`src/rtl/i2c_arbiter.sv`:
```
// Round-robin arbiter granting one of N_REQ requesters access to a shared I2C engine.
// Optional WAIT watchdog enabled by defining I2C_ARB_TIMEOUT_EN.
module i2c_arbiter #(
    parameter int N_REQ          = 4,
    parameter int TIMEOUT_CYCLES = 4096
) (
    input  logic                 sys_clk,
    input  logic                 sys_rst_n,
    input  logic [N_REQ-1:0]     req,
    input  logic [2*N_REQ-1:0]   req_mode,
    output logic [N_REQ-1:0]     gnt,
    output logic [N_REQ-1:0]     ack,
    output logic [N_REQ-1:0]     err,
    output logic                 i2c_start,
    output logic [1:0]           i2c_mode,
    input  logic                 i2c_done,
    output logic                 busy
);

    localparam int IDX_W = (N_REQ > 1) ? $clog2(N_REQ) : 1;
    localparam int SUM_W = IDX_W + 1;

    if (N_REQ < 2 || N_REQ > 8 || TIMEOUT_CYCLES < 2) begin : g_bad_param
        $error("i2c_arbiter: N_REQ must be 2..8 and TIMEOUT_CYCLES at least 2");
    end

    typedef enum logic [1:0] {IDLE, ISSUE, WAIT, RELEASE} state_t;

    state_t           state_reg, state_next;
    logic [IDX_W-1:0] idx_reg, idx_next;
    logic [IDX_W-1:0] rr_ptr_reg, rr_ptr_next;
    logic [1:0]       mode_reg, mode_next;
    logic [IDX_W-1:0] pick_idx;
    logic             pick_valid;

`ifdef I2C_ARB_TIMEOUT_EN
    localparam int CNT_W = $clog2(TIMEOUT_CYCLES);
    logic [CNT_W-1:0] cnt_reg, cnt_next;
    logic             timed_out_reg, timed_out_next;
`endif

    // Candidate gi is the requester gi positions after rr_ptr, wrapping at N_REQ.
    logic [IDX_W-1:0] cand_idx [N_REQ];
    logic [N_REQ-1:0] cand_hit;

    for (genvar gi = 0; gi < N_REQ; gi++) begin : g_cand
        logic [SUM_W-1:0] sum;
        assign sum          = {1'b0, rr_ptr_reg} + SUM_W'(gi);
        assign cand_idx[gi] = (sum >= SUM_W'(N_REQ)) ? IDX_W'(sum - SUM_W'(N_REQ))
                                                     : sum[IDX_W-1:0];
        assign cand_hit[gi] = req[cand_idx[gi]];
    end

    always_comb begin
        pick_valid = 1'b0;
        pick_idx   = '0;
        for (int i = N_REQ - 1; i >= 0; i--) begin
            if (cand_hit[i]) begin
                pick_valid = 1'b1;
                pick_idx   = cand_idx[i];
            end
        end
    end

    always_comb begin
        state_next  = state_reg;
        idx_next    = idx_reg;
        mode_next   = mode_reg;
        rr_ptr_next = rr_ptr_reg;
`ifdef I2C_ARB_TIMEOUT_EN
        cnt_next       = cnt_reg;
        timed_out_next = timed_out_reg;
`endif
        case (state_reg)
            IDLE: begin
                if (pick_valid) begin
                    idx_next   = pick_idx;
                    mode_next  = req_mode[{pick_idx, 1'b0} +: 2];
                    state_next = ISSUE;
                end
            end
            ISSUE: begin
                state_next = WAIT;
`ifdef I2C_ARB_TIMEOUT_EN
                cnt_next       = '0;
                timed_out_next = 1'b0;
`endif
            end
            WAIT: begin
                if (i2c_done) begin
                    state_next = RELEASE;
                end
`ifdef I2C_ARB_TIMEOUT_EN
                // Last allowed WAIT cycle: the count reaches TIMEOUT_CYCLES on this edge.
                else if (cnt_reg == CNT_W'(TIMEOUT_CYCLES - 1)) begin
                    state_next     = RELEASE;
                    timed_out_next = 1'b1;
                end else begin
                    cnt_next = cnt_reg + 1'b1;
                end
`endif
            end
            RELEASE: begin
                rr_ptr_next = (idx_reg == IDX_W'(N_REQ - 1)) ? '0 : idx_reg + 1'b1;
                state_next  = IDLE;
            end
            default: state_next = IDLE;
        endcase
    end

    always_ff @(posedge sys_clk or negedge sys_rst_n) begin
        if (!sys_rst_n) begin
            state_reg  <= IDLE;
            idx_reg    <= '0;
            rr_ptr_reg <= '0;
            mode_reg   <= '0;
`ifdef I2C_ARB_TIMEOUT_EN
            cnt_reg       <= '0;
            timed_out_reg <= 1'b0;
`endif
        end else begin
            state_reg  <= state_next;
            idx_reg    <= idx_next;
            rr_ptr_reg <= rr_ptr_next;
            mode_reg   <= mode_next;
`ifdef I2C_ARB_TIMEOUT_EN
            cnt_reg       <= cnt_next;
            timed_out_reg <= timed_out_next;
`endif
        end
    end

    // All outputs decode registered state, so reset clears them without waiting for a clock.
    assign busy      = (state_reg != IDLE);
    assign i2c_start = (state_reg == ISSUE);
    assign i2c_mode  = mode_reg;

    for (genvar gi = 0; gi < N_REQ; gi++) begin : g_out
        logic sel;
        assign sel     = (idx_reg == IDX_W'(gi));
        assign gnt[gi] = busy && sel;
`ifdef I2C_ARB_TIMEOUT_EN
        assign ack[gi] = (state_reg == RELEASE) && sel && !timed_out_reg;
        assign err[gi] = (state_reg == RELEASE) && sel && timed_out_reg;
`else
        assign ack[gi] = (state_reg == RELEASE) && sel;
        assign err[gi] = 1'b0;
`endif
    end

endmodule
```
`config.mk`:
```
export PLATFORM = sky130hd
export DESIGN_NAME = i2c_arbiter
export DESIGN_NICKNAME = d
export VERILOG_FILES = /design/src/rtl/i2c_arbiter.sv
export SDC_FILE = /design/constraint.sdc
export NUM_CORES = 1
export LEC_CHECK = 0
export BUFFER_PORTS_ARGS = -buffer_cell sky130_fd_sc_hd__buf_2
export CELL_PAD_IN_SITES_DETAIL_PLACEMENT = 1
export CELL_PAD_IN_SITES_GLOBAL_PLACEMENT = 2
export CORE_AREA = 2 2 55 57
export DETAILED_ROUTE_END_ITERATION = 8
export DIE_AREA = 0 0 57 59
export PLACE_DENSITY_LB_ADDON = 0.08
export SLEW_MARGIN = 25
export SYNTH_ARGS = -nofsm -noshare
export SYNTH_HDL_FRONTEND = slang
export SYNTH_SLANG_ARGS = --single-unit
```
`constraint.sdc`:
```
create_clock -name sys_clk -period 4.05 [get_ports sys_clk]
set_input_delay 0 -clock sys_clk [delete_from_list [all_inputs] [get_ports sys_clk]]
set_output_delay 0 -clock sys_clk [all_outputs]
set_load 0.03 [all_outputs]
```
==> results.cfg <==
[placed_design]
place_hpwl_um = 1430
gp_congestion = 0.706
post-place-ws_ns = 2.18
port_buffers = 26

[detailed_routing]
dr_total_vias = 643
route.met2.wl_um = 835
wl_met3_um = 82
met1Wirelength_um = 707
ant_nets = 0
drt_first_iter_violations = 12
drt-total-wl_um = 1650
via_per_inst = 4.66
drcViolationCount = 0
wl_per_cell_um = 12.0
drt-pass1-iter-count = 2
highest_layer = met4

[worst_setup_path]
ff2ff_setup_slack_ns = 2.18
r2r-end = i2c_mode[1]
startpoint = rr_ptr_reg[1]
r2r_cells = 5
r2r-start = rr_ptr_reg[1]
startpoint_type = flop
slowest_stage = or3_1
end_kind = flop
setup.worst_path.end = i2c_mode[1]
worst_path_largest_cell_delay_ns = 0.51
worstPathArrival_ns = 1.99
crit_type = flop to flop
path_cells = mux2i_1, nor2_1, or3_1, a2111oi_4, a211oi_1
worst-path-max-fanout = 8
required_ns = 4.18

[global_routing]
grt_use_total = 0.118
grt_max_degree = 9
grt_pass1_wl_um = 2990
antenna_found_initial = 0
grt_overflow = 0
grt_pass1_vias = 687

[clock_network]
cts_tree = built
root_buffer = clkbuf_4
cts_resized = 0
clkTransAtPathRegs_ns = 0.05
clk_latency_ns = 0.25
cts_buffers = 3
htreeDepth = 1
clk_path_buf_depth = 2
numClockSinks = 8

[logic_synthesis]
ys_warn_count = 0
synthTopCellsByArea = dfrtp_1, ha_1, a2111oi_4
synth_cells = 80
avgSynthCellArea_um2 = 9.15
netlist_area_um2 = 732
ys_seq_area_frac = 0.274
netlist.area_leader.share = 0.274
synth.largest_area_cell = dfrtp_1
ys_types = 26
ys_ff_latch = 8

[timing]
finalHoldWorstSlack_ns = 0.0965
fin_tns_setup_ns = 0
fin_crit_sh = 0.461
clock_skew_ns = 0.00419
rsz0062_at_grt = no
setup_viol = 0
finalHoldViolCount = 0
setup_slack_ns = 2.18
slew_violations = 0
period_minus_slack_ns = 1.87
fmax_mhz = 536

[cells_and_area]
drive_above_1_share = 0.308
fillers = 346
post-route-util = 0.329
finalNetCount = 133
areaGrowthSynthToFinish_pct = 21.9
n_antenna_cell = 0

[outcome]
status = finished, final reports clean

[hold_path]
hold_path_class = input pin to flop

[floorplanning]
core_um2 = 2710
dieArea_um2 = 3360
die_x_um = 57
io_pins = 31
die_y_um = 59
start_util = 0.270
num_rows = 19

[pwr]
finalPower_w = 0.000639
leakage_nw = 0.462
p_per_area_nw_per_um2 = 716
ir_drop_mv = 0.297

[run]
maxCapViolations = 0
-- synthesized netlist by cell type --
master and n:
a2111oi_4 2, a211oi_1 2, a21o_1 1, a21oi_1 6, and2_1 4, buf_4 4, buf_6 2, conb_1 1
dfrtp_1 8, ha_1 9, inv_1 7, mux2_2 1, mux2i_1 3, nand2_1 7, nand2b_1 1, nand3b_1 1
nor2_1 6, nor2b_1 4, nor3_1 2, o21a_1 1, o21ai_0 3, o22a_1 1, o22ai_1 1, o32a_1 1
or3_1 1, or4_4 1
-- worst min-delay path by stage --
stage / startpoint / end / slack (ns) / cells past startpoint
2_1_floorplan: sys_rst_n / i2c_mode[0] / -0.30 / 0
3_3_place_gp: sys_rst_n / rr_ptr_reg[0] / -0.14 / 1
3_5_place_dp: sys_rst_n / rr_ptr_reg[0] / -0.14 / 1
4_1_cts: req_mode[7] / i2c_mode[1] / 0.09 / 3
5_1_grt: req_mode[2] / i2c_mode[0] / 0.10 / 3
6_report: req_mode[7] / i2c_mode[1] / 0.1 / 3
-- cell usage in the layout, fill, tap and decap left out, drive strengths merged --
cell         instances
buf                 26
o21a                 1
o22a                 1
o21ai                3
o22ai                1
nor2b                4
and2                 4
clkbuf               3
a2111oi              2
mux2i                3
nand2b               1
a21oi                6
nor2                 6
inv                  7
mux2                 1
ha                   9
conb                 4
nand3b               1
or3                  1
or4                  1
dfrtp                8
nor3                 2
o32a                 1
a21o                 1
nand2                7
dlygate4sd3          1
a211oi               2
-- cell families (layout without fill, tap and decap cells) --
| group | Yosys count | count (layout) | synth area share |
|---|---|---|---|
| AO/OA/AOI/OAI | 18 | 18 | 0.212 |
| adder cells (fa/ha/maj) | 9 | 9 | 0.154 |
| buffers and inverters | 13 | 37 | 0.108 |
| flip-flops | 8 | 8 | 0.274 |
| multiplexers | 4 | 4 | 0.0564 |
| other | 1 | 4 | 0.00512 |
| AND/OR/NAND/NOR | 27 | 27 | 0.191 |
-- metrics by stage --
stage	instances	cell area, um2
6_report	138	892
4_1_cts	138	892
3_5_place_dp	134	860
2_1_floorplan	83	743
5_1_grt	138	892
3_3_place_gp	134	860
-- layer usage --
layer / global-route usage / up-vias
li1: - / 318
met1: 0.134 / 302
met2: 0.212 / 21
met3: 0.00655 / 2
met4: 0.0797 / 0
met5: 0 / -
-- critical path: cells and delay by family, from the launching register on --
family	cells	cell delay [ns]
simple gates	2	0.59
compound gates	2	0.47
mux	1	0.21
flops	1	0.47
-- final cells by class --
| class | count | area, um2 | area share |
|---|---|---|---|
| clock buffer | 3 | 22.5 | 0.0252 |
| sequential | 8 | 200 | 0.224 |
| tap | 31 | 38.8 | 0.0435 |
| inverter | 7 | 26.3 | 0.0295 |
| timing repair buffer | 27 | 140 | 0.157 |
| multi-input combinational | 62 | 464 | 0.520 |
-- repair_timing --
| action | CTS | global route |
|---|---|---|
| setup buffers | 0 | 0 |
| endpoints found under the hold margin | 8 | 0 |
| hold buffers | 1 | 0 |
-- power by group --
part	total (W)	internal (W)	switching, W
clock	0.0000591	0.0000338	0.0000253
sequential	0.000162	0.000122	0.0000403
combinational	0.000418	0.000150	0.000268
Power figures use the tool's default switching activity.
